`config.mk`:
```
export PLATFORM = sky130hd
export DESIGN_NAME = rx_os_framer_flat
export DESIGN_NICKNAME = d
export VERILOG_FILES = /design/src/rtl/rx_os_framer_if.sv /design/src/rtl/rx_os_framer.sv /design/src/flat_wrapper.sv
export SDC_FILE = /design/constraint.sdc
export NUM_CORES = 1
export LEC_CHECK = 0
export CAP_MARGIN = 0
export CORE_UTILIZATION = 42
export DETAILED_ROUTE_END_ITERATION = 16
export PLACE_DENSITY = 0.75
export SYNTH_ARGS = -nofsm -noshare
export SYNTH_HDL_FRONTEND = slang
export SYNTH_SLANG_ARGS = --single-unit
```
`constraint.sdc`:
```
create_clock -name clk -period 1.71 [get_ports clk]
set_input_delay 0.2565 -clock clk [delete_from_list [all_inputs] [get_ports clk]]
set_output_delay 0.2565 -clock clk [all_outputs]
set_load 0.1 [all_outputs]
```
`src/rtl/rx_os_framer_if.sv`:
```
// Symbol/OS-framing bundle between a lane receiver and the ordered-set framer.
interface rx_os_framer_if #(
   parameter int SYMBOL_WIDTH     = 8,
   parameter int SYMBOL_NUM_WIDTH = 4
);
   logic [SYMBOL_WIDTH-1:0]     i_symbol;
   logic                        i_symbol_valid;
   logic                        i_is_k;
   logic                        gen;
   logic                        i_block_start;
   logic                        Block_Type;
   logic [SYMBOL_WIDTH-1:0]     o_symbol;
   logic [SYMBOL_NUM_WIDTH-1:0] o_symbol_count;
   logic                        o_valid_lower_gen;
   logic                        o_valid_gen3;
   logic                        o_os_done;
   logic                        o_err;
   logic [7:0]                  o_err_count;

   modport master (
      output i_symbol, i_symbol_valid, i_is_k, gen, i_block_start, Block_Type,
      input  o_symbol, o_symbol_count, o_valid_lower_gen, o_valid_gen3,
             o_os_done, o_err, o_err_count
   );
   modport slave (
      input  i_symbol, i_symbol_valid, i_is_k, gen, i_block_start, Block_Type,
      output o_symbol, o_symbol_count, o_valid_lower_gen, o_valid_gen3,
             o_os_done, o_err, o_err_count
   );
endinterface

```
`src/rtl/rx_os_framer.sv`:
```
// Per-lane ordered-set framer for Gen1/2 (8b/10b) and Gen3+ (128b/130b) symbol streams.
// Define RX_OS_FRAMER_ERRCNT_EN to build the saturating framing-error counter.
module rx_os_framer #(
   parameter int SYMBOL_WIDTH     = 8,
   parameter int SYMBOL_NUM_WIDTH = 4
) (
   input logic              clk,
   input logic              rst,
   rx_os_framer_if.slave    bus
);
   localparam logic [SYMBOL_WIDTH-1:0]     K_COM  = SYMBOL_WIDTH'(8'hBC);
   localparam logic [SYMBOL_WIDTH-1:0]     K_SKP  = SYMBOL_WIDTH'(8'h1C);
   localparam logic [SYMBOL_WIDTH-1:0]     K_FTS  = SYMBOL_WIDTH'(8'h3C);
   localparam logic [SYMBOL_WIDTH-1:0]     K_IDL  = SYMBOL_WIDTH'(8'h7C);
   localparam logic [SYMBOL_WIDTH-1:0]     G3_SKP = SYMBOL_WIDTH'(8'hAA);
   localparam logic [SYMBOL_NUM_WIDTH-1:0] LAST_S = SYMBOL_NUM_WIDTH'(3);
   localparam logic [SYMBOL_NUM_WIDTH-1:0] LAST_L = SYMBOL_NUM_WIDTH'(15);

   typedef enum logic [1:0] {IDLE, SHORT_OS, LONG_OS, G3_OS} state_t;

   state_t                      r_state, w_nstate;
   logic [SYMBOL_NUM_WIDTH-1:0] r_cnt, w_ncnt;     // index the next valid symbol receives
   logic                        r_skp, w_nskp;
   logic                        r_gen;
   logic [SYMBOL_WIDTH-1:0]     r_symbol;
   logic [SYMBOL_NUM_WIDTH-1:0] r_ocnt, w_ocnt;
   logic                        r_vlg, w_vlg, r_vg3, w_vg3, r_done, w_done, r_err, w_err;
   logic                        w_com, w_short_k;
   logic [SYMBOL_NUM_WIDTH-1:0] w_last;

   always_comb begin
      w_nstate  = r_state;
      w_ncnt    = r_cnt;
      w_nskp    = r_skp;
      w_ocnt    = r_ocnt;
      w_vlg     = 1'b0;
      w_vg3     = 1'b0;
      w_done    = 1'b0;
      w_err     = 1'b0;
      w_com     = bus.i_is_k && (bus.i_symbol == K_COM);
      w_short_k = bus.i_is_k && ((bus.i_symbol == K_SKP) || (bus.i_symbol == K_FTS) ||
                                 (bus.i_symbol == K_IDL));
      w_last    = (r_state == SHORT_OS) ? LAST_S : LAST_L;
      if (bus.gen != r_gen) begin
         // rate change: drop whatever was in flight, emit nothing this cycle
         w_nstate = IDLE;
         w_ncnt   = '0;
         w_nskp   = 1'b0;
      end else if (bus.i_symbol_valid) begin
         case (r_state)
            IDLE: begin
               if (!bus.gen) begin
                  if (w_com) begin
                     w_ocnt   = '0;
                     w_vlg    = 1'b1;
                     w_nstate = LONG_OS;
                     w_ncnt   = SYMBOL_NUM_WIDTH'(1);
                  end else begin
                     w_err = 1'b1;
                  end
               end else if (bus.i_block_start && bus.Block_Type) begin
                  w_ocnt   = '0;
                  w_vg3    = (bus.i_symbol != G3_SKP);
                  w_nskp   = (bus.i_symbol == G3_SKP);
                  w_nstate = G3_OS;
                  w_ncnt   = SYMBOL_NUM_WIDTH'(1);
               end
            end
            SHORT_OS, LONG_OS: begin
               w_vlg = 1'b1;
               if (w_com) begin
                  w_err    = 1'b1;
                  w_ocnt   = '0;
                  w_nstate = LONG_OS;
                  w_ncnt   = SYMBOL_NUM_WIDTH'(1);
               end else begin
                  w_ocnt = r_cnt;
                  if (r_cnt == w_last) begin
                     w_done   = 1'b1;
                     w_nstate = IDLE;
                     w_ncnt   = '0;
                  end else begin
                     w_ncnt = r_cnt + 1'b1;
                     if ((r_state == LONG_OS) && (r_cnt == SYMBOL_NUM_WIDTH'(1)) && w_short_k)
                        w_nstate = SHORT_OS;
                  end
               end
            end
            G3_OS: begin
               if (bus.i_block_start) begin
                  w_err = 1'b1;
                  if (bus.Block_Type) begin
                     w_ocnt   = '0;
                     w_vg3    = (bus.i_symbol != G3_SKP);
                     w_nskp   = (bus.i_symbol == G3_SKP);
                     w_ncnt   = SYMBOL_NUM_WIDTH'(1);
                  end else begin
                     w_nstate = IDLE;
                     w_ncnt   = '0;
                     w_nskp   = 1'b0;
                  end
               end else begin
                  w_ocnt = r_cnt;
                  w_vg3  = !r_skp;
                  if (r_cnt == LAST_L) begin
                     w_done   = 1'b1;
                     w_nstate = IDLE;
                     w_ncnt   = '0;
                     w_nskp   = 1'b0;
                  end else begin
                     w_ncnt = r_cnt + 1'b1;
                  end
               end
            end
            default: begin
               w_nstate = IDLE;
               w_ncnt   = '0;
            end
         endcase
      end
   end

   always_ff @(posedge clk) begin
      if (rst) begin
         r_state  <= IDLE;
         r_cnt    <= '0;
         r_skp    <= 1'b0;
         r_gen    <= bus.gen;
         r_symbol <= '0;
         r_ocnt   <= '0;
         r_vlg    <= 1'b0;
         r_vg3    <= 1'b0;
         r_done   <= 1'b0;
         r_err    <= 1'b0;
      end else begin
         r_state  <= w_nstate;
         r_cnt    <= w_ncnt;
         r_skp    <= w_nskp;
         r_gen    <= bus.gen;
         r_symbol <= bus.i_symbol;
         r_ocnt   <= w_ocnt;
         r_vlg    <= w_vlg;
         r_vg3    <= w_vg3;
         r_done   <= w_done;
         r_err    <= w_err;
      end
   end

`ifdef RX_OS_FRAMER_ERRCNT_EN
   logic [7:0] r_err_cnt;
   always_ff @(posedge clk) begin
      if (rst)
         r_err_cnt <= '0;
      else if (w_err && (r_err_cnt != 8'hFF))
         r_err_cnt <= r_err_cnt + 8'd1;
   end
   assign bus.o_err_count = r_err_cnt;
`else
   assign bus.o_err_count = '0;
`endif

   assign bus.o_symbol          = r_symbol;
   assign bus.o_symbol_count    = r_ocnt;
   assign bus.o_valid_lower_gen = r_vlg;
   assign bus.o_valid_gen3      = r_vg3;
   assign bus.o_os_done         = r_done;
   assign bus.o_err             = r_err;
endmodule
```
`src/flat_wrapper.sv`:
```
// flat-port wrapper written by rule: the top's interface ports become plain ports
module rx_os_framer_flat 
#(
   parameter int SYMBOL_WIDTH     = 8,
   parameter int SYMBOL_NUM_WIDTH = 4
)
  (clk, rst, bus_i_symbol, bus_i_symbol_valid, bus_i_is_k, bus_gen, bus_i_block_start, bus_Block_Type, bus_o_symbol, bus_o_symbol_count, bus_o_valid_lower_gen, bus_o_valid_gen3, bus_o_os_done, bus_o_err, bus_o_err_count);
  rx_os_framer_if #(.SYMBOL_WIDTH(SYMBOL_WIDTH), .SYMBOL_NUM_WIDTH(SYMBOL_NUM_WIDTH)) bus_i ();
  input logic clk;
  input logic rst;
  input wire logic [$bits(bus_i.i_symbol)-1:0] bus_i_symbol;
  input wire logic [$bits(bus_i.i_symbol_valid)-1:0] bus_i_symbol_valid;
  input wire logic [$bits(bus_i.i_is_k)-1:0] bus_i_is_k;
  input wire logic [$bits(bus_i.gen)-1:0] bus_gen;
  input wire logic [$bits(bus_i.i_block_start)-1:0] bus_i_block_start;
  input wire logic [$bits(bus_i.Block_Type)-1:0] bus_Block_Type;
  output wire logic [$bits(bus_i.o_symbol)-1:0] bus_o_symbol;
  output wire logic [$bits(bus_i.o_symbol_count)-1:0] bus_o_symbol_count;
  output wire logic [$bits(bus_i.o_valid_lower_gen)-1:0] bus_o_valid_lower_gen;
  output wire logic [$bits(bus_i.o_valid_gen3)-1:0] bus_o_valid_gen3;
  output wire logic [$bits(bus_i.o_os_done)-1:0] bus_o_os_done;
  output wire logic [$bits(bus_i.o_err)-1:0] bus_o_err;
  output wire logic [$bits(bus_i.o_err_count)-1:0] bus_o_err_count;
  assign bus_i.i_symbol = bus_i_symbol;
  assign bus_i.i_symbol_valid = bus_i_symbol_valid;
  assign bus_i.i_is_k = bus_i_is_k;
  assign bus_i.gen = bus_gen;
  assign bus_i.i_block_start = bus_i_block_start;
  assign bus_i.Block_Type = bus_Block_Type;
  assign bus_o_symbol = bus_i.o_symbol;
  assign bus_o_symbol_count = bus_i.o_symbol_count;
  assign bus_o_valid_lower_gen = bus_i.o_valid_lower_gen;
  assign bus_o_valid_gen3 = bus_i.o_valid_gen3;
  assign bus_o_os_done = bus_i.o_os_done;
  assign bus_o_err = bus_i.o_err;
  assign bus_o_err_count = bus_i.o_err_count;
  rx_os_framer #(.SYMBOL_WIDTH(SYMBOL_WIDTH), .SYMBOL_NUM_WIDTH(SYMBOL_NUM_WIDTH)) u_core (.clk(clk), .rst(rst), .bus(bus_i));
endmodule
```
* Word level (Yosys, flattened, before mapping)
Cells that the tools add are included.
** Operators by class
- Add/sub/neg operators :: 1
- Eq/ne operators :: 21
- Mux-type cells :: 50
- Bitwise logic cells :: 2
- Reductions and logical operators :: 17
** Operators by type and width (count)
- 4-bit 2-to-1 mux :: 14
- 4-bit one-hot mux with 3 select lines :: 2
- 1-bit 2-to-1 mux :: 19
- 2-bit 2-to-1 mux :: 9
- 8-bit equality test, second input constant :: 2
- 5-bit AND reduction :: 2
- 3-bit by 2-bit != test with 1-bit output, second input constant :: 3
- 8-bit by 5-bit equality test with 1-bit output, second input constant :: 1
- 8-bit by 6-bit equality test with 1-bit output, second input constant :: 1
- 8-bit by 7-bit equality test with 1-bit output, second input constant :: 1
- 8-bit != test, second input constant :: 1
- 1-bit one-hot mux with 2 select lines :: 4
- 3-bit != test, second input constant :: 2
- 2-bit one-hot mux with 3 select lines :: 1
- 6-bit AND reduction :: 1
- 1-bit logical AND :: 5
- 4-bit by 1-bit adder with 4-bit output, second input constant :: 1
- 2-bit equality test, second input constant :: 2
- 4-bit by 1-bit equality test with 1-bit output, second input constant :: 1
- 4-bit equality test :: 1
- 4-bit equality test, second input constant :: 1
- 4-bit by 1-bit != test with 1-bit output, second input constant :: 1
- 2-bit OR reduction :: 2
- 1-bit one-hot mux with 3 select lines :: 1
- 11 further kinds :: 13
** Word-level totals
- Flip-flop bits (word level) :: 24
- Bits of input ports :: 15
- Word-level logic and storage cells :: 101

* Logic depth before layout (Yosys ltp)
Gate-level depths: netlist (run 1).
- Word-level depth :: 9
- Mapped depth :: 9

* Worst setup path before layout (run 1)
No wires, ideal clock.
- Kind :: register to register
- Start point :: register u_core.r_state[0]
- End point :: register u_core.r_ocnt[0], in the netlist u_core.bus.o_symbol_count[0]
- Arrival :: 1.520 ns
- Data required time :: 1.578 ns
- Setup slack :: 0.058 ns
- Cell stages (with the launch flop) :: 10
- Path buffers :: 2
- Cell sequence :: dfxtp_1 inv_1 ha_1 buf_2 nand2_1 o21ai_2 or2_1 buf_6 o21ai_1 a21oi_1
** Between the ends
- Cells in the longest elaborated chain, start to end :: 3
- Elaborated cells on any way between the ends :: 10
- Classes of those cells :: 6 x eq/ne; 1 x mux; 3 x reduce/logical
** RTL lines
- start: declaration :: line rx_os_framer.sv:21 : state_t r_state, w_nstate;
- start signal: assignment :: line rx_os_framer.sv:136 : r_state <= w_nstate;
- 2-bit equality test, or another cell as far along :: line rx_os_framer.sv:50 : case (r_state)
- 3-bit != test (no line), or another cell as far along
- 5-bit AND reduction (no line) / 4-bit one-hot mux with 3 select lines (equally long branches)
- end signal: assignment :: line rx_os_framer.sv:141 : r_ocnt <= w_ocnt;
- end: declaration :: line rx_os_framer.sv:26 : logic [SYMBOL_NUM_WIDTH-1:0] r_ocnt, w_ocnt;
Several ways; a longest one is shown, not always the timed one.
A chain may end at the register's enable or synchronous reset.

* Worst setup path in the final report (run 1)
- Start point :: register u_core.r_cnt[0]
- End point :: register u_core.r_state[0]
** Between the ends
- Cells in the longest elaborated chain, start to end :: 5
- Elaborated cells on any way between the ends :: 11
- Classes of those cells :: 5 x eq/ne; 3 x mux; 3 x reduce/logical
** RTL lines
- start: declaration :: line rx_os_framer.sv:22 : logic [SYMBOL_NUM_WIDTH-1:0] r_cnt, w_ncnt;
- start signal: assignment :: line rx_os_framer.sv:137 : r_cnt <= w_ncnt;
- 4-bit by 1-bit equality test with 1-bit output :: line rx_os_framer.sv:84 : if ((r_state == LONG_OS) && (r_cnt == SYMBOL_NUM_WIDTH'(1)) && w_short_k)
- 1-bit logical AND (2 in series) :: line rx_os_framer.sv:84
- 4-bit by 1-bit != test with 1-bit output (no line)
- 6-bit AND reduction (no line)
Several ways; a longest one is shown, not always the timed one.

==> results.json, run 1 <==
{
  "path_class": "reg -> reg",
  "ys_seq_area_frac": 0.350,
  "ant_nets": 0,
  "status": "finished, final reports clean",
  "p_leak_nw": 0.800,
  "yosysTopAreaCell": "dfxtp_1",
  "cp.required_ns": 1.94,
  "pwr-share-clk": 0.234,
  "vias_per_cell": 5.24,
  "wl_per_cell_um": 15.1,
  "gp_congestion": 0.902,
  "finalSetupViolations": 0,
  "synth.area.top_cells": "dfxtp_1 35%, ha_1 5.5%, nor2b_1 5.0%",
  "root_buffer": "clkbuf_4",
  "finalMaxSlewViolations": 0,
  "numCtsBuffers": 3,
  "ir_drop_v": 0.000454,
  "drt_iter0_markers": 48,
  "synth_commonest_cells": "24 x dfxtp_1, 12 x a21oi_1, 11 x nand2_1, 11 x nor2b_1",
  "grt_pass1_wl_um": 6000,
  "avgSynthCellArea_um2": 8.69,
  "clk_pin_slew_ns": 0.14,
  "synth_warnings": 0,
  "post-cts-setup-buffers": 0,
  "io-pin-count": 39,
  "yosys.cell_types.count": 48,
  "h-tree-depth": 1,
  "regArea_um2": 489,
  "intPower_mw": 0.868,
  "rsz0062_at_grt": "true",
  "setup_ws_ns": 0.0537,
  "post-place-ws_ns": -0.245,
  "switching_power_mw": 0.485,
  "p_seq_frac": 0.435,
  "synthFlopType": "dfxtp_1",
  "multi_input_area_um2": 865,
  "row_count": 20,
  "dp_hpwl_um": 2950,
  "cp_cell_sequence": "ha_2 -> nand2_1 -> o311ai_4 -> o21bai_4 -> nand4_1 -> nor3b_2",
  "timing.hold.ws_ns": 0.500,
  "drive_gt1_frac": 0.343,
  "grt_pass1_vias": 1288,
  "cts_sinks": 24,
  "nNetsFinal": 229,
  "critPathMaxStageDelay_ns": 0.37,
  "io_buffers": 30,
  "p_sw_frac": 0.358,
  "route.vias.total": 1315,
  "maxCapViolations": 0,
  "area_growth_pct": 52.7,
  "grt_max_degree": 14,
  "hold_viol": 0,
  "fillers": 247,
  "fmax_ghz": 0.604,
  "dr.pass1.iters": 4,
  "yosysMostFrequentCell": "dfxtp_1",
  "die_h_um": 59.2,
  "worst_setup_path_end_kind": "flip-flop",
  "drc": 0,
  "grt_overflow_total": 0,
  "fp.dieW_um": 59.2,
  "p_per_area_nw_per_um2": 646,
  "die_area_um2": 3500,
  "ys_ff_latch": 24,
  "synthCells": 158,
  "start_kind": "flip-flop",
  "combPwrFrac": 0.331,
  "finalCriticalPeriod_ns": 1.66,
  "arrival_ns": 1.89,
  "finalClockSkew_ns": 0.00658,
  "cts_max_path_buffers": 2,
  "crit_fanout": 5,
  "holdCritPathClass": "in -> reg",
  "antenna_found_initial": 0,
  "async_flop_share": 0,
  "grt_usage": 0.234,
  "wirelength_um": 3790,
  "synth_edf_count": 0,
  "clk_latency_ns": 0.33,
  "synth_area_um2": 1370,
  "synth_top_area_frac": 0.350,
  "antenna_cells": 0,
  "cts_tree": "yes",
  "cp_slowest_cell": "dfxtp_2",
  "fin_crit_sh": 0.969,
  "initial_core_util": 0.446,
  "core_area_um2": 3080
}
[logic make-up after synthesis]
logic type | count (synthesis) | share of synthesized area
other | 1 | 0.00273
AO/OA/AOI/OAI | 37 | 0.196
AND/OR/NAND/NOR | 65 | 0.277
adder cells (fa/ha/maj) | 6 | 0.0547
XOR/XNOR | 1 | 0.00638
multiplexers | 1 | 0.00729
flip-flops | 24 | 0.350
buffers and inverters | 23 | 0.106
[metal layers]
layer  GRT usage  vias up  part of all wire  routed length (µm)
li1            -      641                 -                   -
met1       0.276      610              0.41                1560
met2       0.411       51              0.51                1930
met3      0.0262       13             0.042                 159
met4       0.133        0             0.035                 133
met5           0        -                 0                   0
[state kept, by name (all words and copies together), names as in the netlist, 2 cells and up]
signal                     flops
u_core.bus.o_symbol            8
u_core.bus.o_symbol_count      4
u_core.r_cnt                   4
u_core.r_state                 2
[layout make-up]
cell class / count / area share
clock buffers: 4 / 0.0173
inverters: 8 / 0.0143
multi-input cells: 118 / 0.413
flip-flops and latches: 24 / 0.233
well taps: 44 / 0.0263
repair buffers: 53 / 0.296
[repair_timing]
action,4_1_cts,5_1_grt
hold endpoints to repair,0,0
hold buffers,0,0
resized for setup,11,15
pin swaps,1,10
endpoints found under the setup margin,6,8
[path summary, 6_finish.rpt]
path | startpoint | endpoint | slack (ns) | cells after the start
hold / removal | bus_i_symbol[0] | u_core.bus.o_symbol[0] | 0.50 | 2
hold reg to reg | u_core.r_skp | u_core.r_skp | 0.52 | 2
setup reg to reg | u_core.r_cnt[0] | u_core.r_state[0] | 0.05 | 6
setup / recovery | u_core.r_cnt[0] | u_core.r_state[0] | 0.05 | 6
[power groups by stage]
stage               clock network, mW  registers, mW  logic [mW]
finish                          0.317          0.588       0.448
global route                    0.345          0.590       0.467
CTS                             0.313          0.589       0.433
detailed placement                  0          0.600       0.419
global placement                    0          0.599       0.413
floorplan                           0          0.678       0.198
[metrics by stage]
stage	instance area (µm²)	std cells	util	setup TNS, ns	power, mW
final	2100	251	0.681	0	1.35
after global routing	2100	251	0.681	-0.0547	1.40
after CTS	2050	251	0.665	0	1.34
after detailed placement	1960	247	0.637	-1.83	1.02
after global placement	1960	247	0.637	-1.22	1.01
after floorplan	1400	165	-	0	0.876
[cells in the final DEF (no fill, tap or decap), drive strengths merged, types with 2 or more instances in the layout]
cell	n
conb	8
clkbuf	4
clkdlybuf4s50	14
buf	39
and3	2
o21ai	9
or3	2
a21oi	12
nand4	5
nand3	9
nand2	11
inv	8
nor2b	11
nor3	4
nor2	7
nand2b	3
a31oi	5
o31ai	2
and2	2
dfxtp	24
ha	6
[worst max-delay path: cells and delay by family (launching register included)]
kind,cells,cell delay [ns]
and+or+nand+nor,3,0.42
adders and majority gates,1,0.22
AOI/OAI and AO/OA,2,0.56
DFF,1,0.37
Note: power is estimated with default switching activity, not from simulation.
==> run 2, diff against run 1 <==
--- a/config.mk
+++ b/config.mk
@@ -12,3 +12,4 @@
 export SYNTH_ARGS = -nofsm -noshare
 export SYNTH_HDL_FRONTEND = slang
 export SYNTH_SLANG_ARGS = --single-unit
+export TNS_END_PERCENT = 5
==> run 2 against run 1 <==
  * Clock skew decreased by 0.0029 ns
  * Largest power group unchanged
  * Utilization fell by 0.57 points
  * Critical endpoint unchanged
  * Count of clock-buffer cells in the layout unchanged
  * Wire length fell by 0.26%
  * Power is essentially flat
  * Setup slack got worse by 0.00078 ns
  * Non-clock buffer count unchanged
==> results.json, run 2 (synthesis gave the netlist of run 1 again) <==
{
  "dp_hpwl_um": 2950,
  "clk_latency_ns": 0.33,
  "start_kind": "flip-flop",
  "grt_usage": 0.234,
  "drive_gt1_frac": 0.329,
  "io_buffers": 30,
  "layout_commonest_cell": "buf_4",
  "grt_pass1_vias": 1288,
  "initial_core_util": 0.446,
  "area_growth_pct": 51.4,
  "arrival_ns": 1.92,
  "antenna_cells": 0,
  "drt_iter0_markers": 53,
  "wirelength_um": 3780,
  "root_buffer": "clkbuf_4",
  "use_met3": 0.0262,
  "finalSetupViolations": 0,
  "die_area_um2": 3500,
  "antenna_found_initial": 0,
  "drc": 0,
  "finalClockSkew_ns": 0.00368,
  "p_leak_nw": 0.800,
  "cts_hold_buf": 0,
  "maxCapViolations": 0,
  "status": "finished, final reports clean",
  "setup_tns_ns": 0,
  "crit_fanout": 5,
  "fin_util": 0.675,
  "clk_pin_slew_ns": 0.14,
  "gp_congestion": 0.902,
  "cts_sinks": 24,
  "fillers": 250,
  "fmax_ghz": 0.603,
  "post-cts-setup-buffers": 0,
  "nNetsFinal": 229,
  "cp_slowest_cell": "dfxtp_2",
  "largest_register_ffs": 8,
  "path_class": "reg -> reg",
  "pwr-share-clk": 0.236,
  "rsz0062_at_grt": "true",
  "fin_crit_sh": 0.969,
  "wl_per_cell_um": 15.1,
  "ant_nets": 0,
  "route.vias.total": 1303,
  "hold_viol": 0,
  "grt_overflow_total": 0,
  "ir_drop_v": 0.000453,
  "worst_setup_path_end_kind": "flip-flop",
  "p_seq_frac": 0.436,
  "intPower_mw": 0.868,
  "cts_tree": "yes",
  "vias_per_cell": 5.19,
  "core_area_um2": 3080,
  "numCtsBuffers": 3,
  "switching_power_mw": 0.484,
  "combPwrFrac": 0.328,
  "p_sw_frac": 0.358,
  "final_cell_mix": "24 x buf_4, 19 x dfxtp_1, 15 x buf_12, 14 x clkdlybuf4s50_1",
  "critPathMaxStageDelay_ns": 0.41,
  "grt_pass1_wl_um": 6000,
  "finalCriticalPeriod_ns": 1.66,
  "grt-busiest-layer": "met2",
  "gr-usage-met2": 0.411,
  "row_count": 20,
  "grt_max_degree": 14,
  "dr.pass1.iters": 4,
  "die_h_um": 59.2,
  "fp.dieW_um": 59.2,
  "h-tree-depth": 1,
  "finalMaxSlewViolations": 0,
  "cts_max_path_buffers": 2,
  "met1_usage": 0.276,
  "p_per_area_nw_per_um2": 651,
  "io-pin-count": 39,
  "cp.required_ns": 1.97,
  "holdCritPathClass": "in -> reg",
  "cp_cell_sequence": "inv_1 -> ha_4 -> o311ai_4 -> or3_1 -> nand4_1 -> nor3b_2"
}
run 2: changes by cell type in the layout (fill, tap and decap cells not counted):
cell     previous run  this run
nor2_2              1         0
dfxtp_4             1         0
and3_4              2         1
and3b_2             1         0
and3b_1             0         1
nor2_1              6         7
and3_1              0         1
dfxtp_2             4         5
nor3_4              1         0
nor3_2              0         1
run 2: per-stage QoR:
| stage | setup WS (ns) | power (mW) | cell area, µm² | cells | hold WS (ns) |
|---|---|---|---|---|---|
| 6_report | 0.0529 | 1.35 | 2080 | 251 | 0.500 |
| 5_1_grt | -0.0559 | 1.40 | 2080 | 251 | 0.515 |
| 4_1_cts | 0.0231 | 1.34 | 2050 | 251 | 0.520 |
| 3_5_place_dp | -0.245 | 1.02 | 1960 | 247 | 0.497 |
| 3_3_place_gp | -0.153 | 1.01 | 1960 | 247 | 0.490 |
| 2_1_floorplan | 0.0582 | 0.876 | 1400 | 165 | 0.284 |
run 2: layer usage:
layer / wire [µm] / share of wire
met5: 0 / 0
met4: 137 / 0.036
met3: 129 / 0.034
met2: 1930 / 0.51
met1: 1580 / 0.42
run 2: worst paths after layout:
check	startpoint	end	slack, ns	cells after the start
setup / recovery	u_core.r_state[0]	u_core.r_state[0]	0.05	6
hold / removal	bus_i_symbol[0]	u_core.bus.o_symbol[0]	0.50	2
setup reg to reg	u_core.r_state[0]	u_core.r_state[0]	0.05	6
hold reg to reg	u_core.r_skp	u_core.r_skp	0.52	2
run 2: critical path: cells and delay by family, from the launching register on:
family / cells / cell delay, ns
buffers and inverters: 1 / 0.10
AOI/OAI and AO/OA: 1 / 0.13
DFF: 1 / 0.41
and+or+nand+nor: 3 / 0.63
adders and majority gates: 1 / 0.32
run 2: repair_timing:
item	CTS	global route
setup endpoints to repair	6	8
pin swaps	1	10
resized for setup	11	10
run 2: power by group through the flow:
| stage | Combinational (mW) | Sequential [mW] | Clock, mW |
|---|---|---|---|
| 3_5_place_dp | 0.419 | 0.600 | 0 |
| 4_1_cts | 0.433 | 0.589 | 0.313 |
| 3_3_place_gp | 0.413 | 0.599 | 0 |
| 6_report | 0.444 | 0.589 | 0.319 |
| 2_1_floorplan | 0.198 | 0.678 | 0 |
| 5_1_grt | 0.462 | 0.591 | 0.345 |
run 2: layout make-up:
type	instances	area (µm²)	share of cell area
Timing Repair Buffer	53	621	0.299
Sequential cell	24	487	0.234
Clock buffer	4	36.3	0.0175
Inverter	8	30.0	0.0144
Multi-Input combinational cell	118	850	0.409
Tap cell	44	55.1	0.0265
